===== src/rtl/traffic_light_monitor_pkg.sv =====
// Shared traffic definitions: light codes, monitor phases, fault codes and the
// legal-sample rules used by both the controller and the monitor.
package traffic_light_monitor_pkg;

  localparam int RUN_W = 4;

  typedef enum logic [1:0] {
    L_RED    = 2'b00,
    L_YELLOW = 2'b01,
    L_GREEN  = 2'b10,
    L_BLINK  = 2'b11
  } light_e;

  typedef enum logic [2:0] {
    M_IDLE = 3'd0,
    M_AGRN = 3'd1,
    M_AYEL = 3'd2,
    M_CLR1 = 3'd3,
    M_BGRN = 3'd4,
    M_BYEL = 3'd5,
    M_CLR2 = 3'd6
  } mon_state_e;

  typedef enum logic [2:0] {
    F_NONE        = 3'd0,
    F_CONFLICT    = 3'd1,
    F_ILLEGAL     = 3'd2,
    F_YELLOW_LEN  = 3'd3,
    F_CLEAR_LEN   = 3'd4,
    F_SHORT_GREEN = 3'd5,
    F_BLINK       = 3'd6
  } fault_e;

  function automatic mon_state_e succ_state(input mon_state_e s);
    case (s)
      M_AGRN:  return M_AYEL;
      M_AYEL:  return M_CLR1;
      M_CLR1:  return M_BGRN;
      M_BGRN:  return M_BYEL;
      M_BYEL:  return M_CLR2;
      M_CLR2:  return M_AGRN;
      default: return M_IDLE;
    endcase
  endfunction

  // Phases only constrain the shape of the sample, not which light carries it.
  function automatic logic legal_sample(input mon_state_e s, input light_e a, input light_e b);
    case (s)
      M_AGRN, M_BGRN: return (a == L_GREEN  && b == L_RED) || (a == L_RED && b == L_GREEN);
      M_AYEL, M_BYEL: return (a == L_YELLOW && b == L_RED) || (a == L_RED && b == L_YELLOW);
      M_CLR1, M_CLR2: return (a == L_RED && b == L_RED);
      default:        return 1'b0;
    endcase
  endfunction

endpackage


===== src/rtl/traffic_light_monitor_if.sv =====
// Light samples in, monitor status out; the controller side is the master.
interface traffic_light_monitor_if;
  logic [1:0] A;
  logic [1:0] B;
  logic       CLR_FAULT;
  logic       FAULT;
  logic [2:0] FAULT_CODE;
  logic [2:0] PHASE;
  logic [7:0] CYCLE_CNT;

  modport master (output A, B, CLR_FAULT, input FAULT, FAULT_CODE, PHASE, CYCLE_CNT);
  modport slave  (input A, B, CLR_FAULT, output FAULT, FAULT_CODE, PHASE, CYCLE_CNT);
endinterface


===== src/rtl/traffic_light_monitor_run_counter.sv =====
// Samples spent in the current monitor phase: loads 1 on a phase change,
// otherwise counts up and sticks at all-ones.
module traffic_light_monitor_run_counter
  import traffic_light_monitor_pkg::*;
(
  input  logic             CLK,
  input  logic             RST,
  input  logic             load,
  output logic [RUN_W-1:0] run
);

  logic [RUN_W-1:0] run_q;
  logic [RUN_W-1:0] run_d;

  function automatic logic [RUN_W-1:0] sat_inc(input logic [RUN_W-1:0] v);
    return (&v) ? v : v + RUN_W'(1);
  endfunction

  always_comb begin
    run_d = load ? RUN_W'(1) : sat_inc(run_q);
  end

  always_ff @(posedge CLK) begin
    if (RST) run_q <= '0;
    else     run_q <= run_d;
  end

  assign run = run_q;

endmodule


===== src/rtl/traffic_light_monitor.sv =====
// Watches two car lights for conflicts, illegal sequencing and bad phase
// lengths; latches the first fault and counts completed A-B cycles.
module traffic_light_monitor
  import traffic_light_monitor_pkg::*;
#(
  parameter int MIN_GREEN  = 14,
  parameter int YELLOW_LEN = 5,
  parameter int CLEAR_LEN  = 3
) (
  input logic                     CLK,
  input logic                     RST,
  traffic_light_monitor_if.slave  bus
);

  localparam logic [RUN_W-1:0] MIN_GREEN_R  = RUN_W'(MIN_GREEN);
  localparam logic [RUN_W-1:0] YELLOW_LEN_R = RUN_W'(YELLOW_LEN);
  localparam logic [RUN_W-1:0] CLEAR_LEN_R  = RUN_W'(CLEAR_LEN);

  mon_state_e       state_q, state_d;
  logic             fault_q, fault_d;
  fault_e           code_q, code_d;
  logic [7:0]       cycle_q, cycle_d;
  logic             waive_q, waive_d;
  logic [RUN_W-1:0] run_q;

  light_e     a, b;
  mon_state_e nxt_state;
  logic       cur_ok, nxt_ok, conflict, blink, is_green, is_yel, is_clr;
  fault_e     fault_now;

  assign a = light_e'(bus.A);
  assign b = light_e'(bus.B);

  traffic_light_monitor_run_counter run_counter (
    .CLK  (CLK),
    .RST  (RST),
    .load (state_d != state_q),
    .run  (run_q)
  );

  always_comb begin
    state_d   = state_q;
    fault_d   = fault_q;
    code_d    = code_q;
    cycle_d   = cycle_q;
    waive_d   = waive_q;
    fault_now = F_NONE;
    nxt_state = succ_state(state_q);
    cur_ok    = legal_sample(state_q, a, b);
    nxt_ok    = legal_sample(nxt_state, a, b);
    conflict  = (a != L_RED) && (b != L_RED);
    blink     = ((a == L_BLINK) || (b == L_BLINK)) && (state_q != M_IDLE);
    is_green  = state_q inside {M_AGRN, M_BGRN};
    is_yel    = state_q inside {M_AYEL, M_BYEL};
    is_clr    = state_q inside {M_CLR1, M_CLR2};

    // Fault sources are tested in priority order; the first hit wins.
    if (conflict) begin
      fault_now = F_CONFLICT;
    end else if (blink) begin
      fault_now = F_BLINK;
    end else if (state_q == M_IDLE) begin
      if (a == L_GREEN && b == L_RED) begin
        state_d = M_AGRN;
        waive_d = 1'b1;
      end else if (a == L_RED && b == L_GREEN) begin
        state_d = M_BGRN;
        waive_d = 1'b1;
      end
    end else if (!cur_ok && !nxt_ok) begin
      fault_now = F_ILLEGAL;
    end else if (cur_ok) begin
      // run_q equal to the exact length means this sample overstays the phase.
      if (is_yel && run_q == YELLOW_LEN_R)     fault_now = F_YELLOW_LEN;
      else if (is_clr && run_q == CLEAR_LEN_R) fault_now = F_CLEAR_LEN;
    end else begin
      if (is_yel && run_q < YELLOW_LEN_R)                     fault_now = F_YELLOW_LEN;
      else if (is_clr && run_q < CLEAR_LEN_R)                 fault_now = F_CLEAR_LEN;
      else if (is_green && !waive_q && run_q < MIN_GREEN_R)   fault_now = F_SHORT_GREEN;
      else begin
        state_d = nxt_state;
        if (is_green)              waive_d = 1'b0;
        if (state_q == M_CLR2)     cycle_d = cycle_q + 8'd1;
      end
    end

    if (bus.CLR_FAULT) begin
      fault_d = 1'b0;
      code_d  = F_NONE;
    end

    // A fault raised in the clearing cycle overrides the clear.
    if (fault_now != F_NONE) begin
      fault_d = 1'b1;
      if (code_d == F_NONE) code_d = fault_now;
      state_d = M_IDLE;
      waive_d = 1'b0;
    end
  end

  always_ff @(posedge CLK) begin
    if (RST) begin
      state_q <= M_IDLE;
      fault_q <= 1'b0;
      code_q  <= F_NONE;
      cycle_q <= 8'd0;
      waive_q <= 1'b0;
    end else begin
      state_q <= state_d;
      fault_q <= fault_d;
      code_q  <= code_d;
      cycle_q <= cycle_d;
      waive_q <= waive_d;
    end
  end

  assign bus.FAULT      = fault_q;
  assign bus.FAULT_CODE = code_q;
  assign bus.PHASE      = state_q;
  assign bus.CYCLE_CNT  = cycle_q;

endmodule

===== src/flat_wrapper.sv =====
// flat-port wrapper written by rule: the top's interface ports become plain ports
module traffic_light_monitor_flat import traffic_light_monitor_pkg::*;
#(
  parameter int MIN_GREEN  = 14,
  parameter int YELLOW_LEN = 5,
  parameter int CLEAR_LEN  = 3
)
  (CLK, RST, bus_A, bus_B, bus_CLR_FAULT, bus_FAULT, bus_FAULT_CODE, bus_PHASE, bus_CYCLE_CNT);
  traffic_light_monitor_if bus_i ();
  input logic CLK;
  input logic RST;
  input wire logic [$bits(bus_i.A)-1:0] bus_A;
  input wire logic [$bits(bus_i.B)-1:0] bus_B;
  input wire logic [$bits(bus_i.CLR_FAULT)-1:0] bus_CLR_FAULT;
  output wire logic [$bits(bus_i.FAULT)-1:0] bus_FAULT;
  output wire logic [$bits(bus_i.FAULT_CODE)-1:0] bus_FAULT_CODE;
  output wire logic [$bits(bus_i.PHASE)-1:0] bus_PHASE;
  output wire logic [$bits(bus_i.CYCLE_CNT)-1:0] bus_CYCLE_CNT;
  assign bus_i.A = bus_A;
  assign bus_i.B = bus_B;
  assign bus_i.CLR_FAULT = bus_CLR_FAULT;
  assign bus_FAULT = bus_i.FAULT;
  assign bus_FAULT_CODE = bus_i.FAULT_CODE;
  assign bus_PHASE = bus_i.PHASE;
  assign bus_CYCLE_CNT = bus_i.CYCLE_CNT;
  traffic_light_monitor #(.MIN_GREEN(MIN_GREEN), .YELLOW_LEN(YELLOW_LEN), .CLEAR_LEN(CLEAR_LEN)) u_core (.CLK(CLK), .RST(RST), .bus(bus_i));
endmodule

===== config.mk =====
export PLATFORM = sky130hd
export DESIGN_NAME = traffic_light_monitor_flat
export DESIGN_NICKNAME = d
export VERILOG_FILES = /design/src/rtl/traffic_light_monitor_pkg.sv /design/src/rtl/traffic_light_monitor_if.sv /design/src/rtl/traffic_light_monitor_run_counter.sv /design/src/rtl/traffic_light_monitor.sv /design/src/flat_wrapper.sv
export SDC_FILE = /design/constraint.sdc
export NUM_CORES = 1
export LEC_CHECK = 0
export CORE_UTILIZATION = 35
export CTS_BUF_LIST = sky130_fd_sc_hd__clkbuf_8
export CTS_CLUSTER_DIAMETER = 80
export CTS_CLUSTER_SIZE = 28
export DETAILED_ROUTE_END_ITERATION = 8
export PLACE_DENSITY = 0.69
export REMOVE_ABC_BUFFERS = 1
export SKIP_CTS_REPAIR_TIMING = 1
export SLEW_MARGIN = 20
export SYNTH_ARGS = -nofsm -noshare
export SYNTH_HDL_FRONTEND = slang
export SYNTH_SLANG_ARGS = --single-unit

===== constraint.sdc =====
create_clock -name CLK -period 2.86 [get_ports CLK]
set_input_delay 0.858 -clock CLK [delete_from_list [all_inputs] [get_ports CLK]]
set_output_delay 0.858 -clock CLK [all_outputs]
set_load 0.005 [all_outputs]

==> flow_metrics.py <==
metrics = {
    "finish": {
        "layout_common_cells": "buf_4 (30), nor2_1 (26), dfxtp_1 (20)",
        "drive_gt1_share_pct": 23.2,
        "syn_to_final_growth_pct": 40.9,
        "final_common_cell": "buf_4",
        "diodes": 0,
        "final_nets": 240,
        "final_cell_area_um2": 2030,
        "fill_cells": 369,
    },
    "sta": {
        "max_slew.worst_pin.slew_ns": 0.502,
        "slew_viol_final": 0,
        "fin_crit_ns": 2.63,
        "min_period_over_period_pct": 92.1,
        "fmax_mhz": 380,
        "setup_violations": 0,
        "grt_setup_unrepaired": "false",
        "slew_headroom_pct": 66.1,
        "setup_ws_ns": 0.225,
        "hold_violations": 0,
        "fin_worst_skew_ns": 0.00199,
    },
    "clock_network": {
        "cts_root_buffer": "clkbuf_8",
        "htreeDepth": 1,
        "clkTransAtPathRegs_ns": 0.08,
        "cts_tree": "done",
        "numCtsBuffers": 3,
        "clk_latency_ns": 0.26,
        "clockBufferDepth": 2,
        "cts_sinks": 20,
    },
    "detailed_routing": {
        "antenna_left": 0,
        "finalWirelength_um": 3880,
        "wl_per_cell_um": 14.1,
        "dr_wl_met3_um": 139,
        "dr.first_iter.drc_count": 57,
        "vias_per_cell": 5.34,
        "drcViolationCount": 0,
        "dr.pass1.iters": 4,
        "met2WireLength_um": 1840,
        "wl_met1_um": 1860,
        "top_layer": "met4",
        "num_vias": 1475,
    },
    "placement": {
        "globalplace.congestion": 0.861,
        "io_buffers": 21,
        "preCtsSetupSlack_ns": -0.363,
        "dpl.hpwl_um": 2770,
        "dpl_cell_area_um2": 1880,
    },
    "setup_path": {
        "cp.arrival_ns": 2.79,
        "cp_max_fo": 10,
        "startpoint_type": "register",
        "required_ns": 3.02,
        "cp_slowest_cell": "dfxtp_1",
        "critPathMostFrequentCell": "nor2_1",
        "crit_chain": "buf_4 > nor4b_1 > nor2_1 > nor2_1 > or3_4 > nand3_1 > o22a_1 > o31a_1",
        "slowest_delay_ns": 0.52,
        "path_class": "reg -> reg",
        "crit_path_end_kind": "register",
    },
    "grt": {
        "grt_antenna_before_repair": 0,
        "overflow": 0,
        "grt_pass1_vias": 1425,
        "grt_pass1_wl_um": 6440,
        "grt_usage_pct": 18.8,
        "grt_max_degree": 14,
    },
    "floorplan": {
        "die_area_um2": 4380,
        "initial_utilization_pct": 37.9,
        "placementRows": 22,
        "die_h_um": 66.2,
        "core_um2": 3800,
        "io_pins": 22,
        "fp.dieW_um": 66.2,
    },
    "yosys": {
        "synthArstFlopShare_pct": 0,
        "synth_top_area_cell": "dfxtp_1",
        "ys_ff_latch": 20,
        "synth_area_um2": 1440,
        "avgSynthCellArea_um2": 7.92,
        "synth_seq_area_share_pct": 27.8,
        "synth_warnings": 0,
        "synthCells": 182,
        "synth-edff-count": 0,
        "yosys.cell_types.count": 50,
        "synth_top_cell_area_share_pct": 27.8,
        "synthTopCellsByArea": "dfxtp_1 (28%), nor2_1 (6.8%), o21ai_0 (3.8%)",
        "ys.flop_type": "dfxtp_1",
    },
    "pwr": {
        "vdd_drop_max_mv": 0.181,
        "internal-power_uw": 546,
        "seqPwrFrac_pct": 41.3,
        "switchingPower_uw": 183,
        "p_per_area_nw_per_um2": 359,
        "pwr-share-comb_pct": 19.3,
        "p_sw_share_pct": 25.1,
        "p_leak_nw": 0.805,
        "pwr-share-clk_pct": 39.4,
    },
    "worst_hold_path": {
        "hold_class": "reg -> reg",
    },
    "job": {
        "drv_cap": 0,
    },
    "status": {
        "outcome": "finished clean",
    },
}
==> critical path, delay by kind of cell (launching register included) <==
family	cells	cell delay, ns
and+or+nand+nor	5	1.21
AOI/OAI and AO/OA	2	0.57
DFF	1	0.52
buffers and inverters	1	0.24
==> layer usage <==
metal / GRT usage (%) / vias up
met4: 5.59 / 0
met1: 24.4 / 691
met5: 0 / -
met3: 2.24 / 5
met2: 32.1 / 23
li1: - / 756
==> kinds of logic after synthesis <==
kind of cell               synth area share, %
muxes                                     2.86
xor gates and xnor gates                  6.08
buffers and inverters                     4.86
AOI/OAI and AO/OA                         25.9
adders and majority gates                 4.17
and+or+nand+nor                           28.4
DFF                                       27.8
==> state kept, by name (all words and copies together), names as in the netlist <==
| signal | cells |
|---|---|
| u_core.bus.FAULT | 1 |
| u_core.bus.PHASE | 3 |
| u_core.run_counter.run | 4 |
| u_core.bus.CYCLE_CNT | 8 |
| u_core.bus.FAULT_CODE | 3 |
| u_core.waive_q | 1 |
==> area by class of cell <==
type | instances | area, µm² | share of cell area [%]
multi-input combinational | 145 | 1000 | 49.3
inverter | 5 | 18.8 | 0.924
timing repair buffer | 54 | 479 | 23.6
clock buffer | 3 | 41.3 | 2.03
sequential | 20 | 400 | 19.7
tap | 48 | 60.1 | 2.96
clock inverter | 1 | 30.0 | 1.48
==> metrics by stage <==
step	util (%)	total power, mW	std cells	hold WS [ns]	TNS [ns]
final	53.5	0.729	276	0.464	0
after global routing	53.5	0.765	276	0.480	0
after CTS	51.3	0.727	272	0.468	-0.239
after detailed placement	49.4	0.436	268	0.459	-4.02
after global placement	49.4	0.435	268	0.451	-3.74
after floorplan	-	0.365	170	0.447	0
==> path summary, 6_finish.rpt <==
check        slack, ns                start                   endpoint  depth (start not counted)
max reg2reg       0.23  u_core.bus.PHASE[1]  u_core.run_counter.run[0]                          8
max               0.23  u_core.bus.PHASE[1]  u_core.run_counter.run[0]                          8
min               0.46     u_core.bus.FAULT           u_core.bus.FAULT                          2
min reg2reg       0.46     u_core.bus.FAULT           u_core.bus.FAULT                          2
==> power groups by stage <==
| stage | Sequential (mW) | Clock (mW) | Combinational, mW |
|---|---|---|---|
| after floorplan | 0.305 | 0 | 0.0598 |
| after global placement | 0.306 | 0 | 0.128 |
| after detailed placement | 0.307 | 0 | 0.129 |
| after CTS | 0.301 | 0.295 | 0.131 |
| after global routing | 0.303 | 0.306 | 0.156 |
| final | 0.301 | 0.287 | 0.141 |
==> cells in the mapped netlist, drive strengths merged, types with 4 or more instances <==
| master | number |
|---|---|
| nor2 | 26 |
| dfxtp | 20 |
| nand2 | 12 |
| o21ai | 11 |
| a21oi | 10 |
| buf | 6 |
| clkbuf | 6 |
| nor3 | 6 |
| xor2 | 6 |
| inv | 5 |
| nand3 | 5 |
| a211oi | 4 |
| ha | 4 |
| nor4 | 4 |
| or3 | 4 |
| xnor2 | 4 |
No activity file was read; power rests on OpenSTA's default activity.
